## src/rtl/pixel_frame_sequencer_pkg.sv

```systemverilog
// Shared definitions for the pixel frame sequencer.
//   seq_state_e       : frame controller state encoding
//   CNT_WIDTH_DEFAULT : default width of the beat counters and frame length
package pixel_frame_sequencer_pkg;

  localparam int unsigned CNT_WIDTH_DEFAULT = 24;

  typedef enum logic [1:0] {
    SEQ_IDLE  = 2'd0,
    SEQ_RUN   = 2'd1,
    SEQ_ABORT = 2'd2
  } seq_state_e;

endpackage

```

## src/rtl/axis_skid_buffer.sv

```systemverilog
// Two-register stream slice: an output register plus one skid register that
// catches a beat arriving while the output is stalled.
//   clk_i, rst_i      : clock, synchronous active-high reset
//   flush_i           : drop the skid beat and any incoming beat; mark a stalled
//                       output beat as last
//   in_valid_i/...    : accepted input beat (valid already qualified by ready)
//   out_*             : registered output stream
//   skid_empty_next_o : skid register will be empty after this edge
module axis_skid_buffer #(
  parameter int unsigned DataWidth = 32
) (
  input  logic                 clk_i,
  input  logic                 rst_i,
  input  logic                 flush_i,
  input  logic                 in_valid_i,
  input  logic [DataWidth-1:0] in_data_i,
  input  logic                 in_last_i,
  output logic                 out_valid_o,
  output logic [DataWidth-1:0] out_data_o,
  output logic                 out_last_o,
  input  logic                 out_ready_i,
  output logic                 skid_empty_next_o
);

  logic                 out_valid_q, out_valid_d;
  logic [DataWidth-1:0] out_data_q, out_data_d;
  logic                 out_last_q, out_last_d;
  logic                 skid_valid_q, skid_valid_d;
  logic [DataWidth-1:0] skid_data_q, skid_data_d;
  logic                 skid_last_q, skid_last_d;
  logic                 out_fire;

  assign out_fire = out_valid_q & out_ready_i;

  always_comb begin
    out_valid_d  = out_valid_q;
    out_data_d   = out_data_q;
    out_last_d   = out_last_q;
    skid_valid_d = skid_valid_q;
    skid_data_d  = skid_data_q;
    skid_last_d  = skid_last_q;
    if (flush_i) begin
      skid_valid_d = 1'b0;
      if (out_fire) begin
        out_valid_d = 1'b0;
      end else if (out_valid_q) begin
        out_last_d = 1'b1;
      end
    end else if (!out_valid_q || out_fire) begin
      // Output slot frees up: the older skid beat goes first.
      if (skid_valid_q) begin
        out_valid_d  = 1'b1;
        out_data_d   = skid_data_q;
        out_last_d   = skid_last_q;
        skid_valid_d = in_valid_i;
        skid_data_d  = in_data_i;
        skid_last_d  = in_last_i;
      end else begin
        out_valid_d = in_valid_i;
        if (in_valid_i) begin
          out_data_d = in_data_i;
          out_last_d = in_last_i;
        end
      end
    end else if (in_valid_i) begin
      skid_valid_d = 1'b1;
      skid_data_d  = in_data_i;
      skid_last_d  = in_last_i;
    end
  end

  always_ff @(posedge clk_i) begin
    if (rst_i) begin
      out_valid_q  <= 1'b0;
      out_data_q   <= '0;
      out_last_q   <= 1'b0;
      skid_valid_q <= 1'b0;
      skid_data_q  <= '0;
      skid_last_q  <= 1'b0;
    end else begin
      out_valid_q  <= out_valid_d;
      out_data_q   <= out_data_d;
      out_last_q   <= out_last_d;
      skid_valid_q <= skid_valid_d;
      skid_data_q  <= skid_data_d;
      skid_last_q  <= skid_last_d;
    end
  end

  assign out_valid_o       = out_valid_q;
  assign out_data_o        = out_data_q;
  assign out_last_o        = out_last_q;
  assign skid_empty_next_o = ~skid_valid_d;

endmodule

```

## src/rtl/pixel_frame_sequencer.sv

```systemverilog
// Frame-level controller: admits cfg_frame_beats stream beats per start pulse,
// forwards them through a skid slice with m_axis_last on the final beat, and
// supports abort.
//   axi_clk, axi_reset   : clock, synchronous active-high reset
//   cfg_start/abort      : control pulses; cfg_frame_beats latched on start
//   status_*             : busy, done pulse, aborted flag, output beat count
//   s_axis_*             : upstream stream (ready registered)
//   m_axis_*             : downstream stream (all registered)
module pixel_frame_sequencer
  import pixel_frame_sequencer_pkg::*;
#(
  parameter int unsigned DATA_WIDTH = 32,
  parameter int unsigned CNT_WIDTH  = CNT_WIDTH_DEFAULT
) (
  input  logic                  axi_clk,
  input  logic                  axi_reset,
  input  logic                  cfg_start,
  input  logic [CNT_WIDTH-1:0]  cfg_frame_beats,
  input  logic                  cfg_abort,
  output logic                  status_busy,
  output logic                  status_done,
  output logic                  status_aborted,
  output logic [CNT_WIDTH-1:0]  status_beat_count,
  input  logic                  s_axis_valid,
  input  logic [DATA_WIDTH-1:0] s_axis_data,
  output logic                  s_axis_ready,
  output logic                  m_axis_valid,
  output logic [DATA_WIDTH-1:0] m_axis_data,
  output logic                  m_axis_last,
  input  logic                  m_axis_ready
);

  localparam logic [CNT_WIDTH-1:0] CntOne = CNT_WIDTH'(1);

  seq_state_e           state_q, state_d;
  logic [CNT_WIDTH-1:0] frame_beats_q, frame_beats_d;
  logic [CNT_WIDTH-1:0] in_cnt_q, in_cnt_d;
  logic [CNT_WIDTH-1:0] out_cnt_q, out_cnt_d;
  logic                 ready_q, ready_d;
  logic                 done_q, done_d;
  logic                 aborted_q, aborted_d;
  logic                 flush;
  logic                 in_fire, out_fire, in_last, skid_empty_next;

  assign in_fire  = s_axis_valid & ready_q;
  assign out_fire = m_axis_valid & m_axis_ready;
  // Order is preserved, so the input index identifies the final output beat.
  assign in_last  = (in_cnt_q == frame_beats_q - CntOne);

  always_comb begin
    state_d       = state_q;
    frame_beats_d = frame_beats_q;
    in_cnt_d      = in_cnt_q;
    out_cnt_d     = out_cnt_q;
    done_d        = 1'b0;
    aborted_d     = aborted_q;
    flush         = 1'b0;
    case (state_q)
      SEQ_IDLE: begin
        if (cfg_start && !cfg_abort) begin
          if (cfg_frame_beats == '0) begin
            done_d = 1'b1;
          end else begin
            state_d       = SEQ_RUN;
            frame_beats_d = cfg_frame_beats;
            in_cnt_d      = '0;
            out_cnt_d     = '0;
            aborted_d     = 1'b0;
          end
        end
      end
      SEQ_RUN: begin
        if (in_fire && !cfg_abort && (in_cnt_q < frame_beats_q)) begin
          in_cnt_d = in_cnt_q + CntOne;
        end
        if (out_fire && (out_cnt_q < frame_beats_q)) begin
          out_cnt_d = out_cnt_q + CntOne;
        end
        if (cfg_abort) begin
          flush     = 1'b1;
          aborted_d = 1'b1;
          // A beat still waiting at the output must finish its handshake.
          if (m_axis_valid && !m_axis_ready) begin
            state_d = SEQ_ABORT;
          end else begin
            state_d = SEQ_IDLE;
            done_d  = 1'b1;
          end
        end else if (out_fire && m_axis_last) begin
          state_d = SEQ_IDLE;
          done_d  = 1'b1;
        end
      end
      SEQ_ABORT: begin
        if (out_fire) begin
          if (out_cnt_q < frame_beats_q) begin
            out_cnt_d = out_cnt_q + CntOne;
          end
          state_d = SEQ_IDLE;
          done_d  = 1'b1;
        end
      end
      default: state_d = SEQ_IDLE;
    endcase
  end

  assign ready_d = (state_d == SEQ_RUN) && skid_empty_next && (in_cnt_d < frame_beats_d);

  always_ff @(posedge axi_clk) begin
    if (axi_reset) begin
      state_q       <= SEQ_IDLE;
      frame_beats_q <= '0;
      in_cnt_q      <= '0;
      out_cnt_q     <= '0;
      ready_q       <= 1'b0;
      done_q        <= 1'b0;
      aborted_q     <= 1'b0;
    end else begin
      state_q       <= state_d;
      frame_beats_q <= frame_beats_d;
      in_cnt_q      <= in_cnt_d;
      out_cnt_q     <= out_cnt_d;
      ready_q       <= ready_d;
      done_q        <= done_d;
      aborted_q     <= aborted_d;
    end
  end

  axis_skid_buffer #(
    .DataWidth(DATA_WIDTH)
  ) u_skid (
    .clk_i            (axi_clk),
    .rst_i            (axi_reset),
    .flush_i          (flush),
    .in_valid_i       (in_fire),
    .in_data_i        (s_axis_data),
    .in_last_i        (in_last),
    .out_valid_o      (m_axis_valid),
    .out_data_o       (m_axis_data),
    .out_last_o       (m_axis_last),
    .out_ready_i      (m_axis_ready),
    .skid_empty_next_o(skid_empty_next)
  );

  assign s_axis_ready      = ready_q;
  assign status_busy       = (state_q != SEQ_IDLE);
  assign status_done       = done_q;
  assign status_aborted    = aborted_q;
  assign status_beat_count = out_cnt_q;

endmodule
```

## config.mk

```make
export PLATFORM = sky130hd
export DESIGN_NAME = pixel_frame_sequencer
export DESIGN_NICKNAME = d
export VERILOG_FILES = /design/src/rtl/pixel_frame_sequencer_pkg.sv /design/src/rtl/axis_skid_buffer.sv /design/src/rtl/pixel_frame_sequencer.sv
export SDC_FILE = /design/constraint.sdc
export NUM_CORES = 1
export LEC_CHECK = 0
export CORE_MARGIN = 5
export CORE_UTILIZATION = 33
export CTS_BUF_LIST = sky130_fd_sc_hd__clkbuf_4
export DETAILED_ROUTE_END_ITERATION = 10
export DONT_BUFFER_PORTS = 1
export GPL_TIMING_DRIVEN = 0
export HOLD_SLACK_MARGIN = 0.03
export PLACE_DENSITY = 0.47
export RECOVER_POWER = 50
export SLEW_MARGIN = 30
export SYNTH_ARGS = -nofsm -noshare
export SYNTH_HDL_FRONTEND = slang
export SYNTH_SLANG_ARGS = --single-unit
```

## constraint.sdc

```tcl
create_clock -name axi_clk -period 4.75 [get_ports axi_clk]
set_clock_uncertainty 0.15 [all_clocks]
set_input_delay 0.475 -clock axi_clk [delete_from_list [all_inputs] [get_ports axi_clk]]
set_output_delay 0.475 -clock axi_clk [all_outputs]
set_load 0.02 [all_outputs]
```

# ---- After elaboration in Yosys (flattened, before gate mapping)
# Cells that the tools add are included.
dict set report op_classes {
  div 0
  n_addsub 3
  shift 0
  n_eq_ne 14
  n_lt_le_gt_ge 3
  n_bitwise 4
  n_mul 0
  n_mux 53
  reduce_logical 27
}
# op count
set op_table {}
lappend op_table {{24-bit two-way mux} 11}
lappend op_table {{32-bit two-way mux} 4}
lappend op_table {{24-bit less-than comparator} 3}
lappend op_table {{24-bit one-hot mux with 3 select lines} 1}
lappend op_table {{24-bit by 1-bit adder with 24-bit output (second input constant)} 2}
lappend op_table {{24-bit one-hot mux with 2 select lines} 1}
lappend op_table {{1-bit two-way mux} 27}
lappend op_table {{24-bit equality test} 1}
lappend op_table {{24-bit logical NOT} 1}
lappend op_table {{24-bit by 1-bit subtractor with 24-bit output (second input constant)} 1}
lappend op_table {{2-bit != test (second input constant)} 7}
lappend op_table {{2-bit two-way mux} 6}
lappend op_table {{2-bit nonzero test} 5}
lappend op_table {{1-bit logical AND} 8}
lappend op_table {{4-bit AND reduction} 2}
lappend op_table {{2-bit by 1-bit != test with 1-bit output (second input constant)} 3}
lappend op_table {{2-bit one-hot mux with 3 select lines} 1}
lappend op_table {{3-bit AND reduction} 2}
lappend op_table {{6-bit AND reduction} 1}
lappend op_table {{3-bit nonzero test} 2}
lappend op_table {{2-bit by 1-bit equality test with 1-bit output (second input constant)} 2}
lappend op_table {{1-bit logical NOT} 3}
lappend op_table {{1-bit one-hot mux with 3 select lines} 1}
lappend op_table {{1-bit AND} 2}
lappend op_table {{other kinds (6)} 7}
dict set report totals {
  latchBits 0
  mem_bits_ro 0
  reg_bits 145
  word_cells 117
  out_inout_bits 62
  input_bits 62
  memories 0
  mem_bits_rw 0
}

# ---- Logic depth before layout (Yosys ltp)
# Gate-level depths: netlist of the first run.
dict set report depth {
  ltp_word 8
  depth_mapped 19
  ltp_nobuf 17
}

# ---- Hierarchy
# A second synthesis of the first run with hierarchy kept.
dict set report unflattened {
  cells_unflattened 1178
  hier_area_um2 9893.2
}
# mod area_per_inst_um2 n_inst seq_area_each_um2 cells_each
set by_module_without_submodules {}
lappend by_module_without_submodules {pixel_frame_sequencer 6785.3 1 1541.5 867}
lappend by_module_without_submodules {axis_skid_buffer 3108.0 1 1361.3 311}

# ---- Worst setup path before layout of the first run
# OpenSTA, ideal clock, no wires.
dict set report synth_timing {
  path_type {register to register}
  start {register frame_beats_q[17]}
  end {register ready_q (netlist: s_axis_ready)}
  period_less_slack_ps 4363
  arrival_ps 4094
  required_ps 4481
  path_buffers 2
  path_slack_ps 387
  stages_incl_launch_ff 19
  setup_time_ps 119
  path_cell_list {dfxtp_1 -> inv_1 -> ha_1 -> a21o_1 -> a21o_1 -> a21o_1 -> a2111oi_0 -> nand4_1 -> clkbuf_1 -> clkbuf_1 -> a211o_1 -> ha_1 -> nand4_1 -> nor3_1 -> nand4_1 -> a2111oi_0 -> o31ai_1 -> o2111ai_1 -> nor2_1}
}
dict set report synth_between {
  elab_chain_cells 6
  elab_cells_between_ends 9
  cone_classes {order compare: 2; mux: 5; reduce/logical: 2}
}
# item line
set synth_rtl {}
lappend synth_rtl {{from (decl)} pixel_frame_sequencer.sv:36} ;# logic [CNT_WIDTH-1:0] frame_beats_q, frame_beats_d;
lappend synth_rtl {{from (signal assigned)} pixel_frame_sequencer.sv:120} ;# frame_beats_q <= frame_beats_d;
lappend synth_rtl {{24-bit less-than comparator} pixel_frame_sequencer.sv:73} ;# if (in_fire && !cfg_abort && (in_cnt_q < frame_beats_q)) begin
lappend synth_rtl {{1-bit logical AND} pixel_frame_sequencer.sv:73}
lappend synth_rtl {{24-bit two-way mux} pixel_frame_sequencer.sv:73}
lappend synth_rtl {{24-bit one-hot mux with 2 select lines} pixel_frame_sequencer.sv:58} ;# case (state_q)
lappend synth_rtl {{via in_cnt_d[18]} pixel_frame_sequencer.sv:37} ;# logic [CNT_WIDTH-1:0] in_cnt_q, in_cnt_d;
lappend synth_rtl {{24-bit less-than comparator} pixel_frame_sequencer.sv:107} ;# assign ready_d = (state_d == SEQ_RUN) && skid_empty_next && (in_cnt_d < frame_beats_d);
lappend synth_rtl {{1-bit logical AND} pixel_frame_sequencer.sv:107}
lappend synth_rtl {{to (signal assigned)} pixel_frame_sequencer.sv:123} ;# ready_q <= ready_d;
lappend synth_rtl {{to (decl)} pixel_frame_sequencer.sv:39} ;# logic ready_q, ready_d;
# The timed path passes the listed nets, and every way through them passes these cells.
# A chain may end at the register's enable or synchronous reset.

# ---- Worst setup path after layout of the first run
dict set report layout_timing {
  start {input cfg_frame_beats[0]}
  end {register ready_q (netlist: s_axis_ready)}
}
dict set report layout_between {
  elab_chain_cells 7
  elab_cells_between_ends 14
  cone_classes {order compare: 1; eq/ne: 1; mux: 9; reduce/logical: 3}
}
# item line
set layout_rtl {}
lappend layout_rtl {{from (decl)} pixel_frame_sequencer.sv:18} ;# input logic [CNT_WIDTH-1:0] cfg_frame_beats,
lappend layout_rtl {{parallel branches: the longest is 6 deep, another holds 24-bit less-than comparator} --}
lappend layout_rtl {{1-bit logical AND (*)} pixel_frame_sequencer.sv:107}
# Every way passes the cells marked *.

==> results of run 1 <==
logic make-up after synthesis:
logic type,count (synthesis),share of synthesized area
compound gates,290,0.198
flops,145,0.293
simple gates,500,0.269
xor+xnor,22,0.0195
mux,65,0.0662
fa+ha+maj,77,0.0973
buf+inv,134,0.0571
what timing repair did:
item / CTS / global route
pin swaps: 0 / 10
setup buffers: 0 / 14
hold buffers: 58 / 0
resized for setup: 16 / 33
setup endpoints to repair: 1 / 1
endpoints found under the hold margin: 93 / 0
layout by cell type, fill, tap and decap left out, drive strengths merged, types with 14 or more instances in the layout:
cell and instances:
xnor2 15, and2 14, a21oi 90, nand4 21, nor4 17, dlygate4sd3 58
inv 51, o211ai 24, nor2 91, buf 38, and3 15, clkbuf 81
or4 39, o31ai 14, o21ai 30, mux2i 61, ha 77, nand2 148
a211oi 41, a21o 16, nor4b 15, nor3 16, nand3 61, dfxtp 145
worst max-delay path: stages:
cell and delay (ps):
sky130_fd_sc_hd__nor4_2 550, sky130_fd_sc_hd__nand4_1 420, sky130_fd_sc_hd__o211ai_1 1120, sky130_fd_sc_hd__clkbuf_1 680, sky130_fd_sc_hd__mux2i_1 240, sky130_fd_sc_hd__ha_1 250, sky130_fd_sc_hd__a21o_1 170, sky130_fd_sc_hd__a21o_1 170
sky130_fd_sc_hd__a21o_1 170, sky130_fd_sc_hd__a211oi_1 350, sky130_fd_sc_hd__o211a_1 210, sky130_fd_sc_hd__o2111ai_1 110, sky130_fd_sc_hd__nor2_1 140
flip-flops by register name (all words and copies together), names as in the netlist:
name / flops
state_q: 2
u_skid.skid_valid_q: 1
frame_beats_q: 24
u_skid.out_valid_o: 1
status_aborted: 1
status_beat_count: 24
u_skid.out_last_o: 1
s_axis_ready: 1
in_cnt_q: 24
u_skid.skid_data_q: 32
u_skid.out_data_o: 32
u_skid.skid_last_q: 1
status_done: 1
final cells by class:
type | count | area share
antenna | 1 | 0.000218
buffer | 88 | 0.0369
clock buffer | 17 | 0.0111
clock inverter | 15 | 0.0150
inverter | 43 | 0.0140
multi-input combinational | 954 | 0.566
sequential | 145 | 0.255
tap | 390 | 0.0424
timing repair buffer | 72 | 0.0594
per-layer routing:
layer | wire length [µm] | global-route usage
met2 | 16400 | 0.331
met5 | 0 | 0
met4 | 628 | 0.0495
met1 | 16600 | 0.284
met3 | 1850 | 0.0365
Yosys cell counts, types with 15 or more instances:
library cell,n
sky130_fd_sc_hd__o21ai_0,30
sky130_fd_sc_hd__a21o_1,16
sky130_fd_sc_hd__inv_1,43
sky130_fd_sc_hd__nor3_1,15
sky130_fd_sc_hd__xnor2_1,15
sky130_fd_sc_hd__nand3_1,60
sky130_fd_sc_hd__nor2_1,90
sky130_fd_sc_hd__a21oi_1,90
sky130_fd_sc_hd__dfxtp_1,145
sky130_fd_sc_hd__a211oi_1,40
sky130_fd_sc_hd__clkbuf_1,65
sky130_fd_sc_hd__nand4_1,19
sky130_fd_sc_hd__nand2_1,147
sky130_fd_sc_hd__ha_1,77
sky130_fd_sc_hd__nor4_1,16
sky130_fd_sc_hd__mux2i_1,61
sky130_fd_sc_hd__or4_1,38
sky130_fd_sc_hd__o211ai_1,23
worst paths after layout:
| check | slack [ps] | startpoint | end | cells past startpoint |
|---|---|---|---|---|
| setup / recovery | 70 | cfg_frame_beats[0] | s_axis_ready | 13 |
| hold / removal | 120 | axi_reset | in_cnt_q[9] | 3 |
| setup reg to reg | 160 | in_cnt_q[21] | s_axis_ready | 18 |
| hold reg to reg | 310 | u_skid.skid_data_q[23] | u_skid.skid_data_q[23] | 2 |
power by group through the flow:
stage / Sequential [µW] / Combinational [µW] / Clock [µW]
2_1_floorplan: 1320 / 332 / 0
3_3_place_gp: 1340 / 473 / 0
3_5_place_dp: 1340 / 473 / 0
4_1_cts: 1320 / 526 / 924
5_1_grt: 1320 / 596 / 973
6_report: 1320 / 546 / 893
through the flow:
stage	std cells	hold slack [ps]	setup TNS, ps	total power, µW
floorplan	1233	286	0	1660
global route	1725	101	-14.6	2890
detailed placement	1623	297	-1430	1810
CTS	1711	68.3	0	2770
finish	1725	117	0	2760
global placement	1623	292	-1450	1810
==> impl_metrics.toml, run 1 <==
[outcome]
run_status = "finished clean"

[timing]
setup_viols_final = 0
slew_viol_final = 0
fmaxAchievable_ghz = 0.214
worstMarginPinSlew_ps = 1270
setup_ws_ps = 66.6
slew_headroom = 0.152
finalWorstPathRequiredPeriod_ps = 4680
timing.final.crit_share = 0.986
finalHoldViolations = 0

[synth]
synth_area_um2 = 9900
netlist.top_cell.by_area = "sky130_fd_sc_hd__dfxtp_1"
count_of_mapped_cells_out_of_synthesis = 1233
postSynthNetCount = 1372
synth.area.top_cells = "sky130_fd_sc_hd__dfxtp_1 (29%), sky130_fd_sc_hd__ha_1 (9.7%), sky130_fd_sc_hd__mux2i_1 (6.2%)"
number_of_synthesized_flops_with_an_enable_pin = 0
postSynthAreaPerCell_um2 = 8.03
synth_top_cell_area_share = 0.293
postSynth.topFlopCell = "sky130_fd_sc_hd__dfxtp_1"
synth_seq_cells = 145
ys.warnings.count = 0
ys_types = 81
ys_seq_area_frac = 0.293
async_set_or_reset_register_ratio_after_synthesis = 0

[placement]
preCtsSetupSlack_ps = -1430
detailed_place.area_um2 = 10400
dp_hpwl_um = 27200
port_buffers = 0
routabilityCongestion = 0.856

[pwr]
vdd.ir_drop.worst_mv = 0.121
netSwitchingPower_uw = 970
power_frac_comb = 0.198
power_density_nw_per_um2 = 240
cellInternalPower_uw = 1790
power.switching_fraction = 0.352
power.share.clock = 0.324
cellLeakagePower_uw = 0.00422
power_frac_seq = 0.478

[drt]
drt.antenna.violating_nets = 0
drt_pass1_iterations = 7
viasPerCell = 5.65
total_number_of_vias = 9749
wl_um = 35500
drc_markers = 0
first_iter_violations = 683
post_drt_wl_per_cell_um = 20.6

[grt]
global_route.usage.total = 0.205
grt_antenna_before_repair = 2
grt_max_degree = 17
first_pass_grt_wire_length_um = 53600
first_global_vias = 9001
overflow = 0

[die]
io_pins = 124
chip_height_um = 183
placement_rows = 63
start_util = 0.334
coreArea_um2 = 29600
die-width_um = 183
die-area_um2 = 33600

[setup_path]
worstPathArrival_ps = 5070
criticalPathCategory = "in -> reg"
worstSetupEndpointType = "flip-flop"
worstPathRequired_ps = 5130
critPathMaxFanout = 10
crit_path_start_kind = "input port"

[clocking]
tritoncts_clock_tree = "done"
clkSinkCount = 145
cts_buffers = 17
clk_path_buf_depth = 2
cts.htree.levels = 4
clock_latency_ps = 590
clock-root-buffer = "sky130_fd_sc_hd__clkbuf_4"
clk_transition_reported_paths_ps = 170

[cells_and_area]
flow.area_growth_from_synthesis_pct = 16.1
nets = 1460
sequential_cell_area_in_the_final_layout_um2 = 2930
multi_input_gate_area_um2 = 6510
utilization = 0.388
final.fill_count = 3124
final_layout_size_suffix_gt1_frac = 0.0900
final_cell_area_um2 = 11500

[min_path]
hold_path_class = "in -> reg"

[run]
max_cap_viol_count = 0
Power figures use the tool's default switching activity.
==> inputs of run 2 (changes only) <==
CTS_BUF_LIST = sky130_fd_sc_hd__clkbuf_8   (was sky130_fd_sc_hd__clkbuf_4)
==> run 2 against run 1 <==
Compared with the run above: global-route usage rose by 0.17 points; critical endpoint unchanged; clock power rose by 22%; non-clock buffer count fell by 18; critical path type is now reg -> reg.
==> impl_metrics.toml, run 2 (synthesis results as in run 1) <==
[outcome]
run_status = "finished clean"

[grt]
overflow = 0
first_pass_grt_wire_length_um = 53900
grt_antenna_before_repair = 1
grt_max_degree = 17
global_route.usage.total = 0.206
first_global_vias = 9041

[drt]
drt_pass1_iterations = 7
first_iter_violations = 751
viasPerCell = 5.67
total_number_of_vias = 9671
drt.antenna.violating_nets = 0
drc_markers = 0
post_drt_wl_per_cell_um = 20.7
wl_um = 35400

[cells_and_area]
nets = 1442
layout.cells.most_common_list = "sky130_fd_sc_hd__nand2_1 (147), sky130_fd_sc_hd__dfxtp_1 (134), sky130_fd_sc_hd__a21oi_1 (90), sky130_fd_sc_hd__nor2_1 (90), sky130_fd_sc_hd__ha_1 (77)"
flow.area_growth_from_synthesis_pct = 15.4
final_cell_area_um2 = 11400
utilization = 0.386
final_common_cell = "sky130_fd_sc_hd__nand2_1"
antenna_cells_inserted = 0
final_cell_count_no_fill = 1706
final_layout_size_suffix_gt1_frac = 0.0843

[clocking]
clock_latency_ps = 480
cts.htree.levels = 4
clock-root-buffer = "sky130_fd_sc_hd__clkbuf_8"
tritoncts_clock_tree = "done"
clkSinkCount = 145
cts_buffers = 17
clk_path_buf_depth = 2
clk_transition_reported_paths_ps = 100

[setup_path]
worstSetupEndpointType = "flip-flop"
cp_cell_sequence = "inv_1, ha_1, a21o_1, a21o_1, a21o_1, a2111oi_2, nand4_1, buf_6, clkbuf_4, a211o_1, ha_1, nand4_1, nor3_4, nand4_1, a2111oi_4, nand3_1, mux2i_1, nor2_1"
critPathMaxFanout = 10
worstPathArrival_ps = 4770
timing.critical_path.slowest_cell_delay_ps = 390
crit_path_start_kind = "flip-flop"
criticalPathCategory = "reg -> reg"
critPathBufInv = 3
worstPathRequired_ps = 4980
critical-path-top-delay-family = "compound AO/OA/AOI/OAI gates"
cpMaxStageDelayCell = "sky130_fd_sc_hd__dfxtp_4"

[placement]
dpl.cell_count = 1623
port_buffers = 0
dp_hpwl_um = 27200
routabilityCongestion = 0.856
detailed_place.area_um2 = 10400

[timing]
setup_viols_final = 0
fmaxAchievable_ghz = 0.220
slew_headroom = 0.139
finalHoldViolations = 0
finalWorstPathRequiredPeriod_ps = 4550
finalSetupTns_ps = 0
timing.final.crit_share = 0.957
slew_viol_final = 0
worstMarginPinSlew_ps = 1290
timing.hold.ws_ps = 57.5

[die]
die-area_um2 = 33600
start_util = 0.334
io_pins = 124
placement_rows = 63
die-width_um = 183
chip_height_um = 183
coreArea_um2 = 29600

[min_path]
hold_path_class = "in -> reg"

[run]
max_cap_viol_count = 0

[pwr]
cellLeakagePower_uw = 0.00418
power_density_nw_per_um2 = 256
vdd.ir_drop.worst_mv = 0.156
## run 2: path summary, 6_finish.rpt
kind | endpoint | slack, ps | cells after the start | from
setup / recovery | s_axis_ready | 200 | 18 | frame_beats_q[17]
hold / removal | frame_beats_q[20] | 60 | 2 | cfg_frame_beats[20]
setup reg to reg | s_axis_ready | 200 | 18 | frame_beats_q[17]
hold reg to reg | u_skid.skid_data_q[23] | 310 | 2 | u_skid.skid_data_q[23]
## run 2: worst register-to-register path: stages (launching register included)
cell	delay (ps)
sky130_fd_sc_hd__dfxtp_4	390
sky130_fd_sc_hd__inv_1	70
sky130_fd_sc_hd__ha_1	310
sky130_fd_sc_hd__a21o_1	160
sky130_fd_sc_hd__a21o_1	170
sky130_fd_sc_hd__a21o_1	220
sky130_fd_sc_hd__a2111oi_2	390
sky130_fd_sc_hd__nand4_1	230
sky130_fd_sc_hd__buf_6	210
sky130_fd_sc_hd__clkbuf_4	190
sky130_fd_sc_hd__a211o_1	300
sky130_fd_sc_hd__ha_1	300
sky130_fd_sc_hd__nand4_1	160
sky130_fd_sc_hd__nor3_4	290
sky130_fd_sc_hd__nand4_1	230
sky130_fd_sc_hd__a2111oi_4	330
sky130_fd_sc_hd__nand3_1	120
sky130_fd_sc_hd__mux2i_1	180
sky130_fd_sc_hd__nor2_1	60
## run 2: cell type report
| class | instances | area (µm²) |
|---|---|---|
| clock buffer | 18 | 248 |
| buffer | 88 | 422 |
| sequential | 145 | 2920 |
| tap | 390 | 488 |
| fill | 3112 | 18200 |
| clock inverter | 14 | 169 |
| timing repair buffer | 54 | 510 |
| inverter | 43 | 161 |
| multi-input combinational | 954 | 6510 |
## run 2: what timing repair did
item | in CTS | in global routing
resized for setup | 20 | 23
pin swaps | 4 | 10
endpoints found under the setup margin | 1 | 1
buffers inserted | 2 | 6
endpoints found under the hold margin | 46 | 0
hold buffers | 46 | 0
## run 2: report_power, final
group	total [µW]	internal, µW	switching, µW
Clock	1090	502	585
Combinational	523	192	330
Sequential	1320	1250	69.5
## run 2: layer usage
layer	share of wire	wire length (µm)	GRT usage
met5	0	0	0
met1	0.46	16200	0.285
met3	0.062	2180	0.0393
met2	0.46	16300	0.333
met4	0.019	667	0.0530
## run 2: stage by stage
step                power, µW  worst slack [ps]
floorplan                1660               387
global placement         1810             -1450
detailed placement       1810             -1430
CTS                      2950              13.1
global route             3070             -28.8
finish                   2930               204
==> inputs of run 3 (changes only) <==
CORE_UTILIZATION = 30   (was 33)
PLACE_DENSITY = 0.44   (was 0.47)
==> run 3 against run 2 <==
Compared with the run above: power grew 3.7%; non-clock buffer count grew 5; combinational power grew 1%; routed wire length grew 4.3%; cell area grew 2.8%; critical path depth shrank 6; setup slack lost 47 ps; register-to-register slack lost 30 ps; hold slack is essentially flat; die area grew 9.4%.
==> impl_metrics.toml, run 3 (synthesis results as in run 1) <==
[timing]
timing.hold.ws_ps = 57.7
finalWorstPathRequiredPeriod_ps = 4590
finalHoldViolations = 0
timing.final.crit_share = 0.967
slew_viol_final = 0
worstMarginPinSlew_ps = 1320
setup_viols_final = 0
slew_headroom = 0.114
fmaxAchievable_ghz = 0.218

[setup_path]
worstPathArrival_ps = 4860
criticalPathCategory = "in -> reg"
crit_path_start_kind = "input port"
worstPathRequired_ps = 5020
worstSetupEndpointType = "flip-flop"
reg2reg_setup_slack_ps = 170
critPathMaxFanout = 10

[pwr]
power_density_nw_per_um2 = 258
vdd.ir_drop.worst_mv = 0.160
cellLeakagePower_uw = 0.00424
post-layout-total-power_uw = 3030

[run]
max_cap_viol_count = 0

[die]
start_util = 0.304
die-width_um = 192
die-area_um2 = 36700
coreArea_um2 = 32500
chip_height_um = 192
io_pins = 124
placement_rows = 66

[placement]
port_buffers = 0
dp_hpwl_um = 28400
dpl.cell_count = 1675
routabilityCongestion = 0.894

[grt]
first_global_vias = 9087
first_pass_grt_wire_length_um = 54900
grt_antenna_before_repair = 1
overflow = 0
global_route.usage.total = 0.195
grt_max_degree = 17

[min_path]
hold_path_class = "in -> reg"

[clocking]
cts.htree.levels = 4
clk_path_buf_depth = 2
clk_transition_reported_paths_ps = 100
clock-root-buffer = "sky130_fd_sc_hd__clkbuf_8"
tritoncts_clock_tree = "done"
clock_latency_ps = 480
clkSinkCount = 145
cts_buffers = 17

[drt]
total_number_of_vias = 9608
first_iter_violations = 596
drc_markers = 0
drt.antenna.violating_nets = 0
viasPerCell = 5.45
drt_pass1_iterations = 5
wl_um = 36900
post_drt_wl_per_cell_um = 20.9

[cells_and_area]
nets = 1447
final_layout_size_suffix_gt1_frac = 0.112
antenna_cells_inserted = 0
final_cell_count_no_fill = 1763
flow.area_growth_from_synthesis_pct = 18.6
layout.cells.most_common_list = "sky130_fd_sc_hd__nand2_1 (147), sky130_fd_sc_hd__dfxtp_1 (120), sky130_fd_sc_hd__a21oi_1 (89), sky130_fd_sc_hd__nor2_1 (89), sky130_fd_sc_hd__ha_1 (72)"
final_common_cell = "sky130_fd_sc_hd__nand2_1"

[outcome]
run_status = "finished clean"
==> run 3: critical path: stages <==
cell	delay, ps
sky130_fd_sc_hd__nor4_2	490
sky130_fd_sc_hd__nand4_1	430
sky130_fd_sc_hd__o211ai_1	1170
sky130_fd_sc_hd__buf_2	480
sky130_fd_sc_hd__mux2i_1	300
sky130_fd_sc_hd__ha_1	280
sky130_fd_sc_hd__a21o_1	160
sky130_fd_sc_hd__a21o_1	170
sky130_fd_sc_hd__a211oi_1	400
sky130_fd_sc_hd__o211a_1	220
sky130_fd_sc_hd__o2111ai_1	120
sky130_fd_sc_hd__nor2_1	150
==> run 3: layout make-up <==
cell class | count | area [µm²]
Timing Repair Buffer | 59 | 551
Sequential cell | 145 | 2950
Tap cell | 442 | 553
Multi-Input combinational cell | 954 | 6640
Inverter | 43 | 169
Clock inverter | 12 | 191
Clock buffer | 20 | 275
Buffer | 88 | 419
Fill cell | 3452 | 20800
==> run 3: worst paths after layout <==
| path | start | cells after the start | end |
|---|---|---|---|
| max | cfg_frame_beats[0] | 12 | s_axis_ready |
| min | cfg_frame_beats[21] | 2 | frame_beats_q[21] |
| max reg2reg | frame_beats_q[5] | 18 | s_axis_ready |
| min reg2reg | u_skid.skid_data_q[29] | 2 | u_skid.skid_data_q[29] |
==> run 3: power by group <==
part	leakage, µW	switching, µW	internal, µW
Clock	0.000233	562	628
Combinational	0.00282	329	198
Sequential	0.00119	70.5	1250
Total	0.00424	962	2070
==> run 3: per-stage QoR <==
stage          area (µm²)  TNS, ps  setup WS (ps)  utilization
2_1_floorplan        9900        0            387            -
3_3_place_gp        10500    -1410          -1410        0.321
3_5_place_dp        10500    -1320          -1320        0.321
4_1_cts             11400        0           12.1        0.352
5_1_grt             11800    -58.1          -58.1        0.361
6_report            11800        0            157        0.361
==> run 3: repair_timing <==
action	4_1_cts	5_1_grt
setup endpoints to repair	1	1
buffers inserted	1	12
resized for setup	18	68
hold endpoints to repair	45	0
cloned	0	1
hold buffers	45	0
pin swaps	1	19
==> run 3: per-layer routing <==
layer	global-route usage	part of all wire	wire length (µm)
met5	0	0.00051	19
met4	0.0395	0.013	469
met1	0.263	0.46	16800
met3	0.0454	0.062	2280
met2	0.322	0.47	17300
